### src/rtl/fft_peak_detect.sv
// fft_peak_detect
// Streaming spectral peak finder placed directly after the FFT core. It
// consumes one FFT frame per sop..eop burst, squares each bin, and keeps the
// strongest bin in MIN_BIN..MAX_BIN. At frame end it emits a one-cycle report.
//
// Ports
//   CLOCK_50      in   system clock, rising edge
//   resetn        in   asynchronous active-low reset
//   source_valid  in   FFT beat valid
//   source_sop    in   first beat of frame (bin 0)
//   source_eop    in   last beat of frame (bin N_POINTS-1)
//   source_real   in   signed real part
//   source_imag   in   signed imaginary part
//   source_ready  out  back-pressure to FFT (registered, 1 after reset)
//   peak_valid    out  one-cycle pulse when peak_* are updated
//   peak_found    out  best magnitude reached the threshold and is non-zero
//   peak_bin      out  winning bin, 0 when not found
//   peak_mag      out  winning squared magnitude
//   frame_err     out  one-cycle pulse on malformed frame
module fft_peak_detect #(
  parameter int DATA_W   = 16,
  parameter int N_POINTS = 8192,
  parameter int BIN_W    = 13,
  parameter int MIN_BIN  = 1,
  parameter int MAX_BIN  = N_POINTS/2 - 1,
  parameter logic [2*DATA_W:0] MAG_THRESH = '0
) (
  input  logic                     CLOCK_50,
  input  logic                     resetn,
  input  logic                     source_valid,
  input  logic                     source_sop,
  input  logic                     source_eop,
  input  logic signed [DATA_W-1:0] source_real,
  input  logic signed [DATA_W-1:0] source_imag,
  output logic                     source_ready,
  output logic                     peak_valid,
  output logic                     peak_found,
  output logic [BIN_W-1:0]         peak_bin,
  output logic [2*DATA_W:0]        peak_mag,
  output logic                     frame_err
);

  localparam int SQ_W  = 2*DATA_W;
  localparam int MAG_W = 2*DATA_W + 1;
  localparam logic [BIN_W-1:0] LAST_BIN = BIN_W'(N_POINTS - 1);
  localparam logic [BIN_W-1:0] MIN_B    = BIN_W'(MIN_BIN);
  localparam logic [BIN_W-1:0] MAX_B    = BIN_W'(MAX_BIN);

  typedef enum logic {ST_IDLE, ST_FRAME} state_t;

  state_t             r_state;
  logic [BIN_W-1:0]   r_cnt;      // bin index of the next beat in FRAME
  logic               r_ready;
  logic               r_frame_err;

  // stage 1
  logic               r_s1_valid;
  logic               r_s1_start;
  logic               r_s1_last;
  logic               r_s1_in_range;
  logic [BIN_W-1:0]   r_s1_bin;
  logic [SQ_W-1:0]    r_s1_re2;
  logic [SQ_W-1:0]    r_s1_im2;

  // stage 2
  logic [MAG_W-1:0]   r_best_mag;
  logic [BIN_W-1:0]   r_best_bin;
  logic               r_s2_report;

  // stage 3
  logic               r_peak_valid;
  logic               r_peak_found;
  logic [BIN_W-1:0]   r_peak_bin;
  logic [MAG_W-1:0]   r_peak_mag;

  logic               w_accept;
  logic               w_start;
  logic               w_cont;
  logic               w_at_last;
  logic               w_good_end;
  logic               w_err;
  logic [BIN_W-1:0]   w_beat_bin;
  logic signed [SQ_W-1:0] w_re2;
  logic signed [SQ_W-1:0] w_im2;
  logic [MAG_W-1:0]   w_mag;
  logic [MAG_W-1:0]   w_base_mag;
  logic [BIN_W-1:0]   w_base_bin;
  logic               w_take;
  logic               w_found;

  assign w_accept   = source_valid & r_ready;
  // A lone sop starts a frame; sop+eop together is always malformed.
  assign w_start    = w_accept & source_sop & ~source_eop;
  assign w_cont     = w_accept & ~source_sop & (r_state == ST_FRAME);
  assign w_at_last  = (r_cnt == LAST_BIN);
  assign w_good_end = w_cont & source_eop & w_at_last;
  // eop must coincide exactly with the last bin; either without the other is an error
  assign w_err      = w_accept & ((source_sop & source_eop) |
                                  (source_sop & (r_state == ST_FRAME)) |
                                  (w_cont & (source_eop ^ w_at_last)));
  assign w_beat_bin = w_start ? '0 : r_cnt;

  // Operands are sign-extended to SQ_W by the context, so the most negative
  // input squares exactly.
  assign w_re2 = source_real * source_real;
  assign w_im2 = source_imag * source_imag;

  assign w_mag      = {1'b0, r_s1_re2} + {1'b0, r_s1_im2};
  // The first beat of a frame compares against a cleared best, so the
  // previous frame's best stays intact until this very edge.
  assign w_base_mag = r_s1_start ? '0 : r_best_mag;
  assign w_base_bin = r_s1_start ? '0 : r_best_bin;
  assign w_take     = r_s1_in_range & (w_mag > w_base_mag);
  // A zero best was never updated, so it cannot name a real peak.
  assign w_found    = (r_best_mag >= MAG_THRESH) & (r_best_mag != '0);

  always_ff @(posedge CLOCK_50 or negedge resetn) begin
    if (!resetn) begin
      r_state     <= ST_IDLE;
      r_cnt       <= '0;
      r_ready     <= 1'b0;
      r_frame_err <= 1'b0;
    end else begin
      r_ready     <= 1'b1;
      r_frame_err <= w_err;
      if (w_start) begin
        r_state <= ST_FRAME;
        r_cnt   <= BIN_W'(1);
      end else if (w_cont) begin
        if (source_eop || w_at_last) begin
          r_state <= ST_IDLE;
          r_cnt   <= '0;
        end else begin
          r_cnt <= r_cnt + BIN_W'(1);
        end
      end else if (w_accept && source_sop && source_eop) begin
        r_state <= ST_IDLE;
        r_cnt   <= '0;
      end
    end
  end

  always_ff @(posedge CLOCK_50 or negedge resetn) begin
    if (!resetn) begin
      r_s1_valid    <= 1'b0;
      r_s1_start    <= 1'b0;
      r_s1_last     <= 1'b0;
      r_s1_in_range <= 1'b0;
      r_s1_bin      <= '0;
      r_s1_re2      <= '0;
      r_s1_im2      <= '0;
    end else begin
      r_s1_valid    <= w_start | w_cont;
      r_s1_start    <= w_start;
      r_s1_last     <= w_good_end;
      r_s1_in_range <= (w_beat_bin >= MIN_B) & (w_beat_bin <= MAX_B);
      r_s1_bin      <= w_beat_bin;
      r_s1_re2      <= w_re2;
      r_s1_im2      <= w_im2;
    end
  end

  always_ff @(posedge CLOCK_50 or negedge resetn) begin
    if (!resetn) begin
      r_best_mag  <= '0;
      r_best_bin  <= '0;
      r_s2_report <= 1'b0;
    end else begin
      r_s2_report <= r_s1_valid & r_s1_last;
      if (r_s1_valid) begin
        r_best_mag <= w_take ? w_mag    : w_base_mag;
        r_best_bin <= w_take ? r_s1_bin : w_base_bin;
      end
    end
  end

  always_ff @(posedge CLOCK_50 or negedge resetn) begin
    if (!resetn) begin
      r_peak_valid <= 1'b0;
      r_peak_found <= 1'b0;
      r_peak_bin   <= '0;
      r_peak_mag   <= '0;
    end else begin
      r_peak_valid <= r_s2_report;
      if (r_s2_report) begin
        r_peak_found <= w_found;
        r_peak_bin   <= w_found ? r_best_bin : '0;
        r_peak_mag   <= r_best_mag;
      end
    end
  end

  assign source_ready = r_ready;
  assign frame_err    = r_frame_err;
  assign peak_valid   = r_peak_valid;
  assign peak_found   = r_peak_found;
  assign peak_bin     = r_peak_bin;
  assign peak_mag     = r_peak_mag;

endmodule

### config.mk
export PLATFORM = sky130hd
export DESIGN_NAME = fft_peak_detect
export DESIGN_NICKNAME = d
export VERILOG_FILES = /design/src/rtl/fft_peak_detect.sv
export SDC_FILE = /design/constraint.sdc
export NUM_CORES = 2
export LEC_CHECK = 0
export ABC_AREA = 1
export CAP_MARGIN = 5
export CORE_MARGIN = 2
export CORE_UTILIZATION = 30
export DETAILED_ROUTE_END_ITERATION = 8
export SLEW_MARGIN = 40
export SYNTH_ARGS = -nofsm -noshare
export SYNTH_HDL_FRONTEND = slang
export SYNTH_SLANG_ARGS = --single-unit
### constraint.sdc
create_clock -name CLOCK_50 -period 4.1 [get_ports CLOCK_50]
set_input_delay 0.41 -clock CLOCK_50 [delete_from_list [all_inputs] [get_ports CLOCK_50]]
set_output_delay 0.41 -clock CLOCK_50 [all_outputs]
set_load 0.02 [all_outputs]
==> flow_metrics.tcl <==
set metrics [dict create \
    endpoint_kind "flip-flop" \
    worstHoldStart "r_s1_last" \
    post-route-min-period_ns 5.08 \
    grt_max_degree 104 \
    hold_depth 2 \
    clkSinkCount 190 \
    grt-ovfl-total 0 \
    dpl_cell_area_um2 35500 \
    cts-root-buf "clkbuf_16" \
    grt_pass1_vias 25300 \
    die_area_um2 99000 \
    relSlewSlack_pct 54.7 \
    clk_pin_slew_worst_paths_ns 0.08 \
    violations "negative setup slack" \
    cts_tree "built" \
    die_y_um 315 \
    layout_setup_ws_ns -0.980 \
    drv_slew 0 \
    first_pass_iters 5 \
    ys_types 52 \
    tns_ns -34.55 \
    io_buffers 86 \
    maxCapViolCount 0 \
    grt_pass1_wl_um 127000 \
    route.met3.wl_um 2140 \
    vias_per_cell 4.40 \
    max_clock_freq_mhz 197 \
    cts_buffers 17 \
    routed_wl_um 76400 \
    initial_core_util_pct 30.4 \
    synth.cell_area_um2 29000 \
    postSynthAreaPerCell_um2 8.09 \
    htree_num_levels 4 \
    synth_seq_area_share_pct 16.4 \
    hold_path_end "r_s2_report" \
    cp-start-kind "input port" \
    synth_common_cells "967 x inv_1, 841 x nand2_1, 467 x fa_1" \
    routed.top_layer "met4" \
    yosysTopAreaCell "fa_1" \
    drc_errors 0 \
    dp_cells 5268 \
    gp_congestion 0.908 \
    period_share_pct 124 \
    dp_hpwl_um 60800 \
    rsz0062_at_grt "yes" \
    netlist_instances 3580 \
    core_um2 95300 \
    cts_buffer_depth 2 \
    fin_skew_ns 0.0188 \
    hold_path.class "flip-flop to flip-flop" \
    core.rowCount 113 \
    route.vias.total 24100 \
    cp.arrival_ns 5.42 \
    diodes 0 \
    ys_seq_elements 190 \
    wl_per_cell_um 14.0 \
    drtIter0Drc 1019 \
    die_x_um 315 \
    required_ns 4.44 \
    reg2regPathDepth 22 \
    drt-met1-wl_um 34000 \
    ys.flop_type "dfrtp_1" \
    dr_wl_met2_um 39200 \
    worst-setup-path-type "input port to flip-flop" \
    outcome "finished with violations" \
    crit_path_max_fanout 5 \
    async_flop_share_pct 100 \
    synth_top_area_share_pct 32.3 \
    syn_to_final_growth_pct 40.0 \
    synth_nets 4330 \
    final_util_pct 42.5 \
    io_pins 87 \
    grt_antenna_before_repair 1 \
    timing.rr.end "r_best_mag[30]" \
    worst_pin_slew_ns 0.680 \
    final_layout_size_suffix_gt1_share_pct 32.5 \
    clk_latency_ns 0.47 \
    track_usage_pct 15.8 \
    yosys-top-cells-area "fa_1 32%, dfrtp_1 16%, inv_1 13%" \
    synth-edff-count 0 \
    final_cells 5472 \
    postRouteAntennaNets 0 \
    hold_violations 0 \
    setup_violations 48 \
    r2r-start "r_s1_im2[10]" \
    yosysMostFrequentCell "inv_1" \
    rrSetupSlack_ns 0.36 \
    yosysWarnings 0 \
    finalNetCount 4944 \
    stdcell_area_um2 40500 \
]
cells by family (layout without fill, tap and decap cells):
| family | Yosys count | count (layout) | share of synthesized area (%) |
|---|---|---|---|
| DFF | 190 | 190 | 16.4 |
| AOI/OAI and AO/OA | 225 | 225 | 4.44 |
| muxes | 31 | 31 | 1.21 |
| and+or+nand+nor | 1247 | 1250 | 17.8 |
| buffers and inverters | 1069 | 1693 | 14.0 |
| other | 1 | 1 | 0.0129 |
| xor gates and xnor gates | 104 | 104 | 3.15 |
| adders and majority gates | 713 | 713 | 42.9 |
worst max path at each step:
stage / cells after the start / startpoint / slack, ns / endpoint
after floorplan: 23 / source_real[15] / -1.15 / r_s1_re2[30]
after global placement: 19 / source_imag[15] / -1.95 / r_s1_im2[28]
after detailed placement: 24 / source_imag[15] / -1.97 / r_s1_im2[25]
after CTS: 25 / source_real[15] / -0.90 / r_s1_re2[30]
after global routing: 23 / source_real[15] / -1.13 / r_s1_re2[30]
final: 27 / source_imag[7] / -0.98 / r_s1_im2[27]
metal layers:
metal / global-route usage (%) / vias up
li1: - / 11800
met4: 2.55 / 0
met5: 0 / -
met3: 1.39 / 64
met2: 28.4 / 343
met1: 20.8 / 11800
stage by stage:
step	hold slack (ns)	setup WS [ns]
2_1_floorplan	0.114	-1.15
3_3_place_gp	0.413	-1.95
3_5_place_dp	0.423	-1.97
4_1_cts	0.443	-0.901
5_1_grt	0.465	-1.13
6_report	0.437	-0.980
layout make-up:
cell class	instances	area (um^2)
Clock inverter	15	223
Tap cell	1265	1580
Multi-Input combinational cell	2324	23300
Inverter	972	3690
Fill cell	9166	54800
Clock buffer	17	425
Sequential cell	190	4760
Timing Repair Buffer	689	6610
timing repair:
item,CTS,global route
hold buffers,1,0
cloned,9,3
pin swaps,317,302
resized for setup,627,342
endpoints found under the setup margin,51,95
endpoints found under the hold margin,100,0
setup buffers,133,62
layout by cell type, fill, tap and decap left out, drive strengths merged, types with 18 or more instances in the layout:
| master | Yosys | final |
|---|---|---|
| fa | 467 | 467 |
| nor3 | 31 | 31 |
| clkdlybuf4s50 | 0 | 53 |
| buf | 20 | 628 |
| nor2 | 162 | 162 |
| nand4 | 27 | 27 |
| nand2 | 848 | 850 |
| inv | 969 | 978 |
| dfrtp | 190 | 190 |
| xor2 | 76 | 76 |
| clkbuf | 77 | 18 |
| o21ai | 66 | 66 |
| xnor2 | 28 | 28 |
| mux2 | 31 | 31 |
| nand3 | 141 | 142 |
| ha | 246 | 246 |
| a21oi | 103 | 103 |
state kept, by name (all words and copies together) (netlist names):
signal,cells
source_ready,1
r_s1_in_range,1
r_s1_start,1
r_best_mag,33
peak_mag,33
r_s1_re2,31
r_s1_im2,31
peak_bin,13
r_s1_last,1
r_best_bin,13
frame_err,1
r_cnt,13
r_s1_valid,1
peak_valid,1
r_s1_bin,13
peak_found,1
r_s2_report,1
r_state,1
critical path: stages:
cell     delay, ns
buf_8         0.10
buf_6         0.11
buf_12        0.12
buf_8         0.13
nand2_4       0.06
inv_4         0.04
fa_2          0.56
inv_2         0.04
fa_2          0.44
fa_2          0.54
inv_2         0.04
fa_1          0.45
fa_1          0.51
inv_2         0.04
fa_1          0.49
inv_2         0.05
ha_4          0.25
a21o_1        0.21
nand2_1       0.10
nand2_2       0.07
buf_4         0.13
buf_4         0.12
nand2_1       0.05
nand2_1       0.04
nand2_1       0.07
nand3_2       0.09
xor2_1        0.16
Power is left out: the tool's default activity adds up to more than one toggle a clock period on the data nets, which glitch-free logic cannot reach.
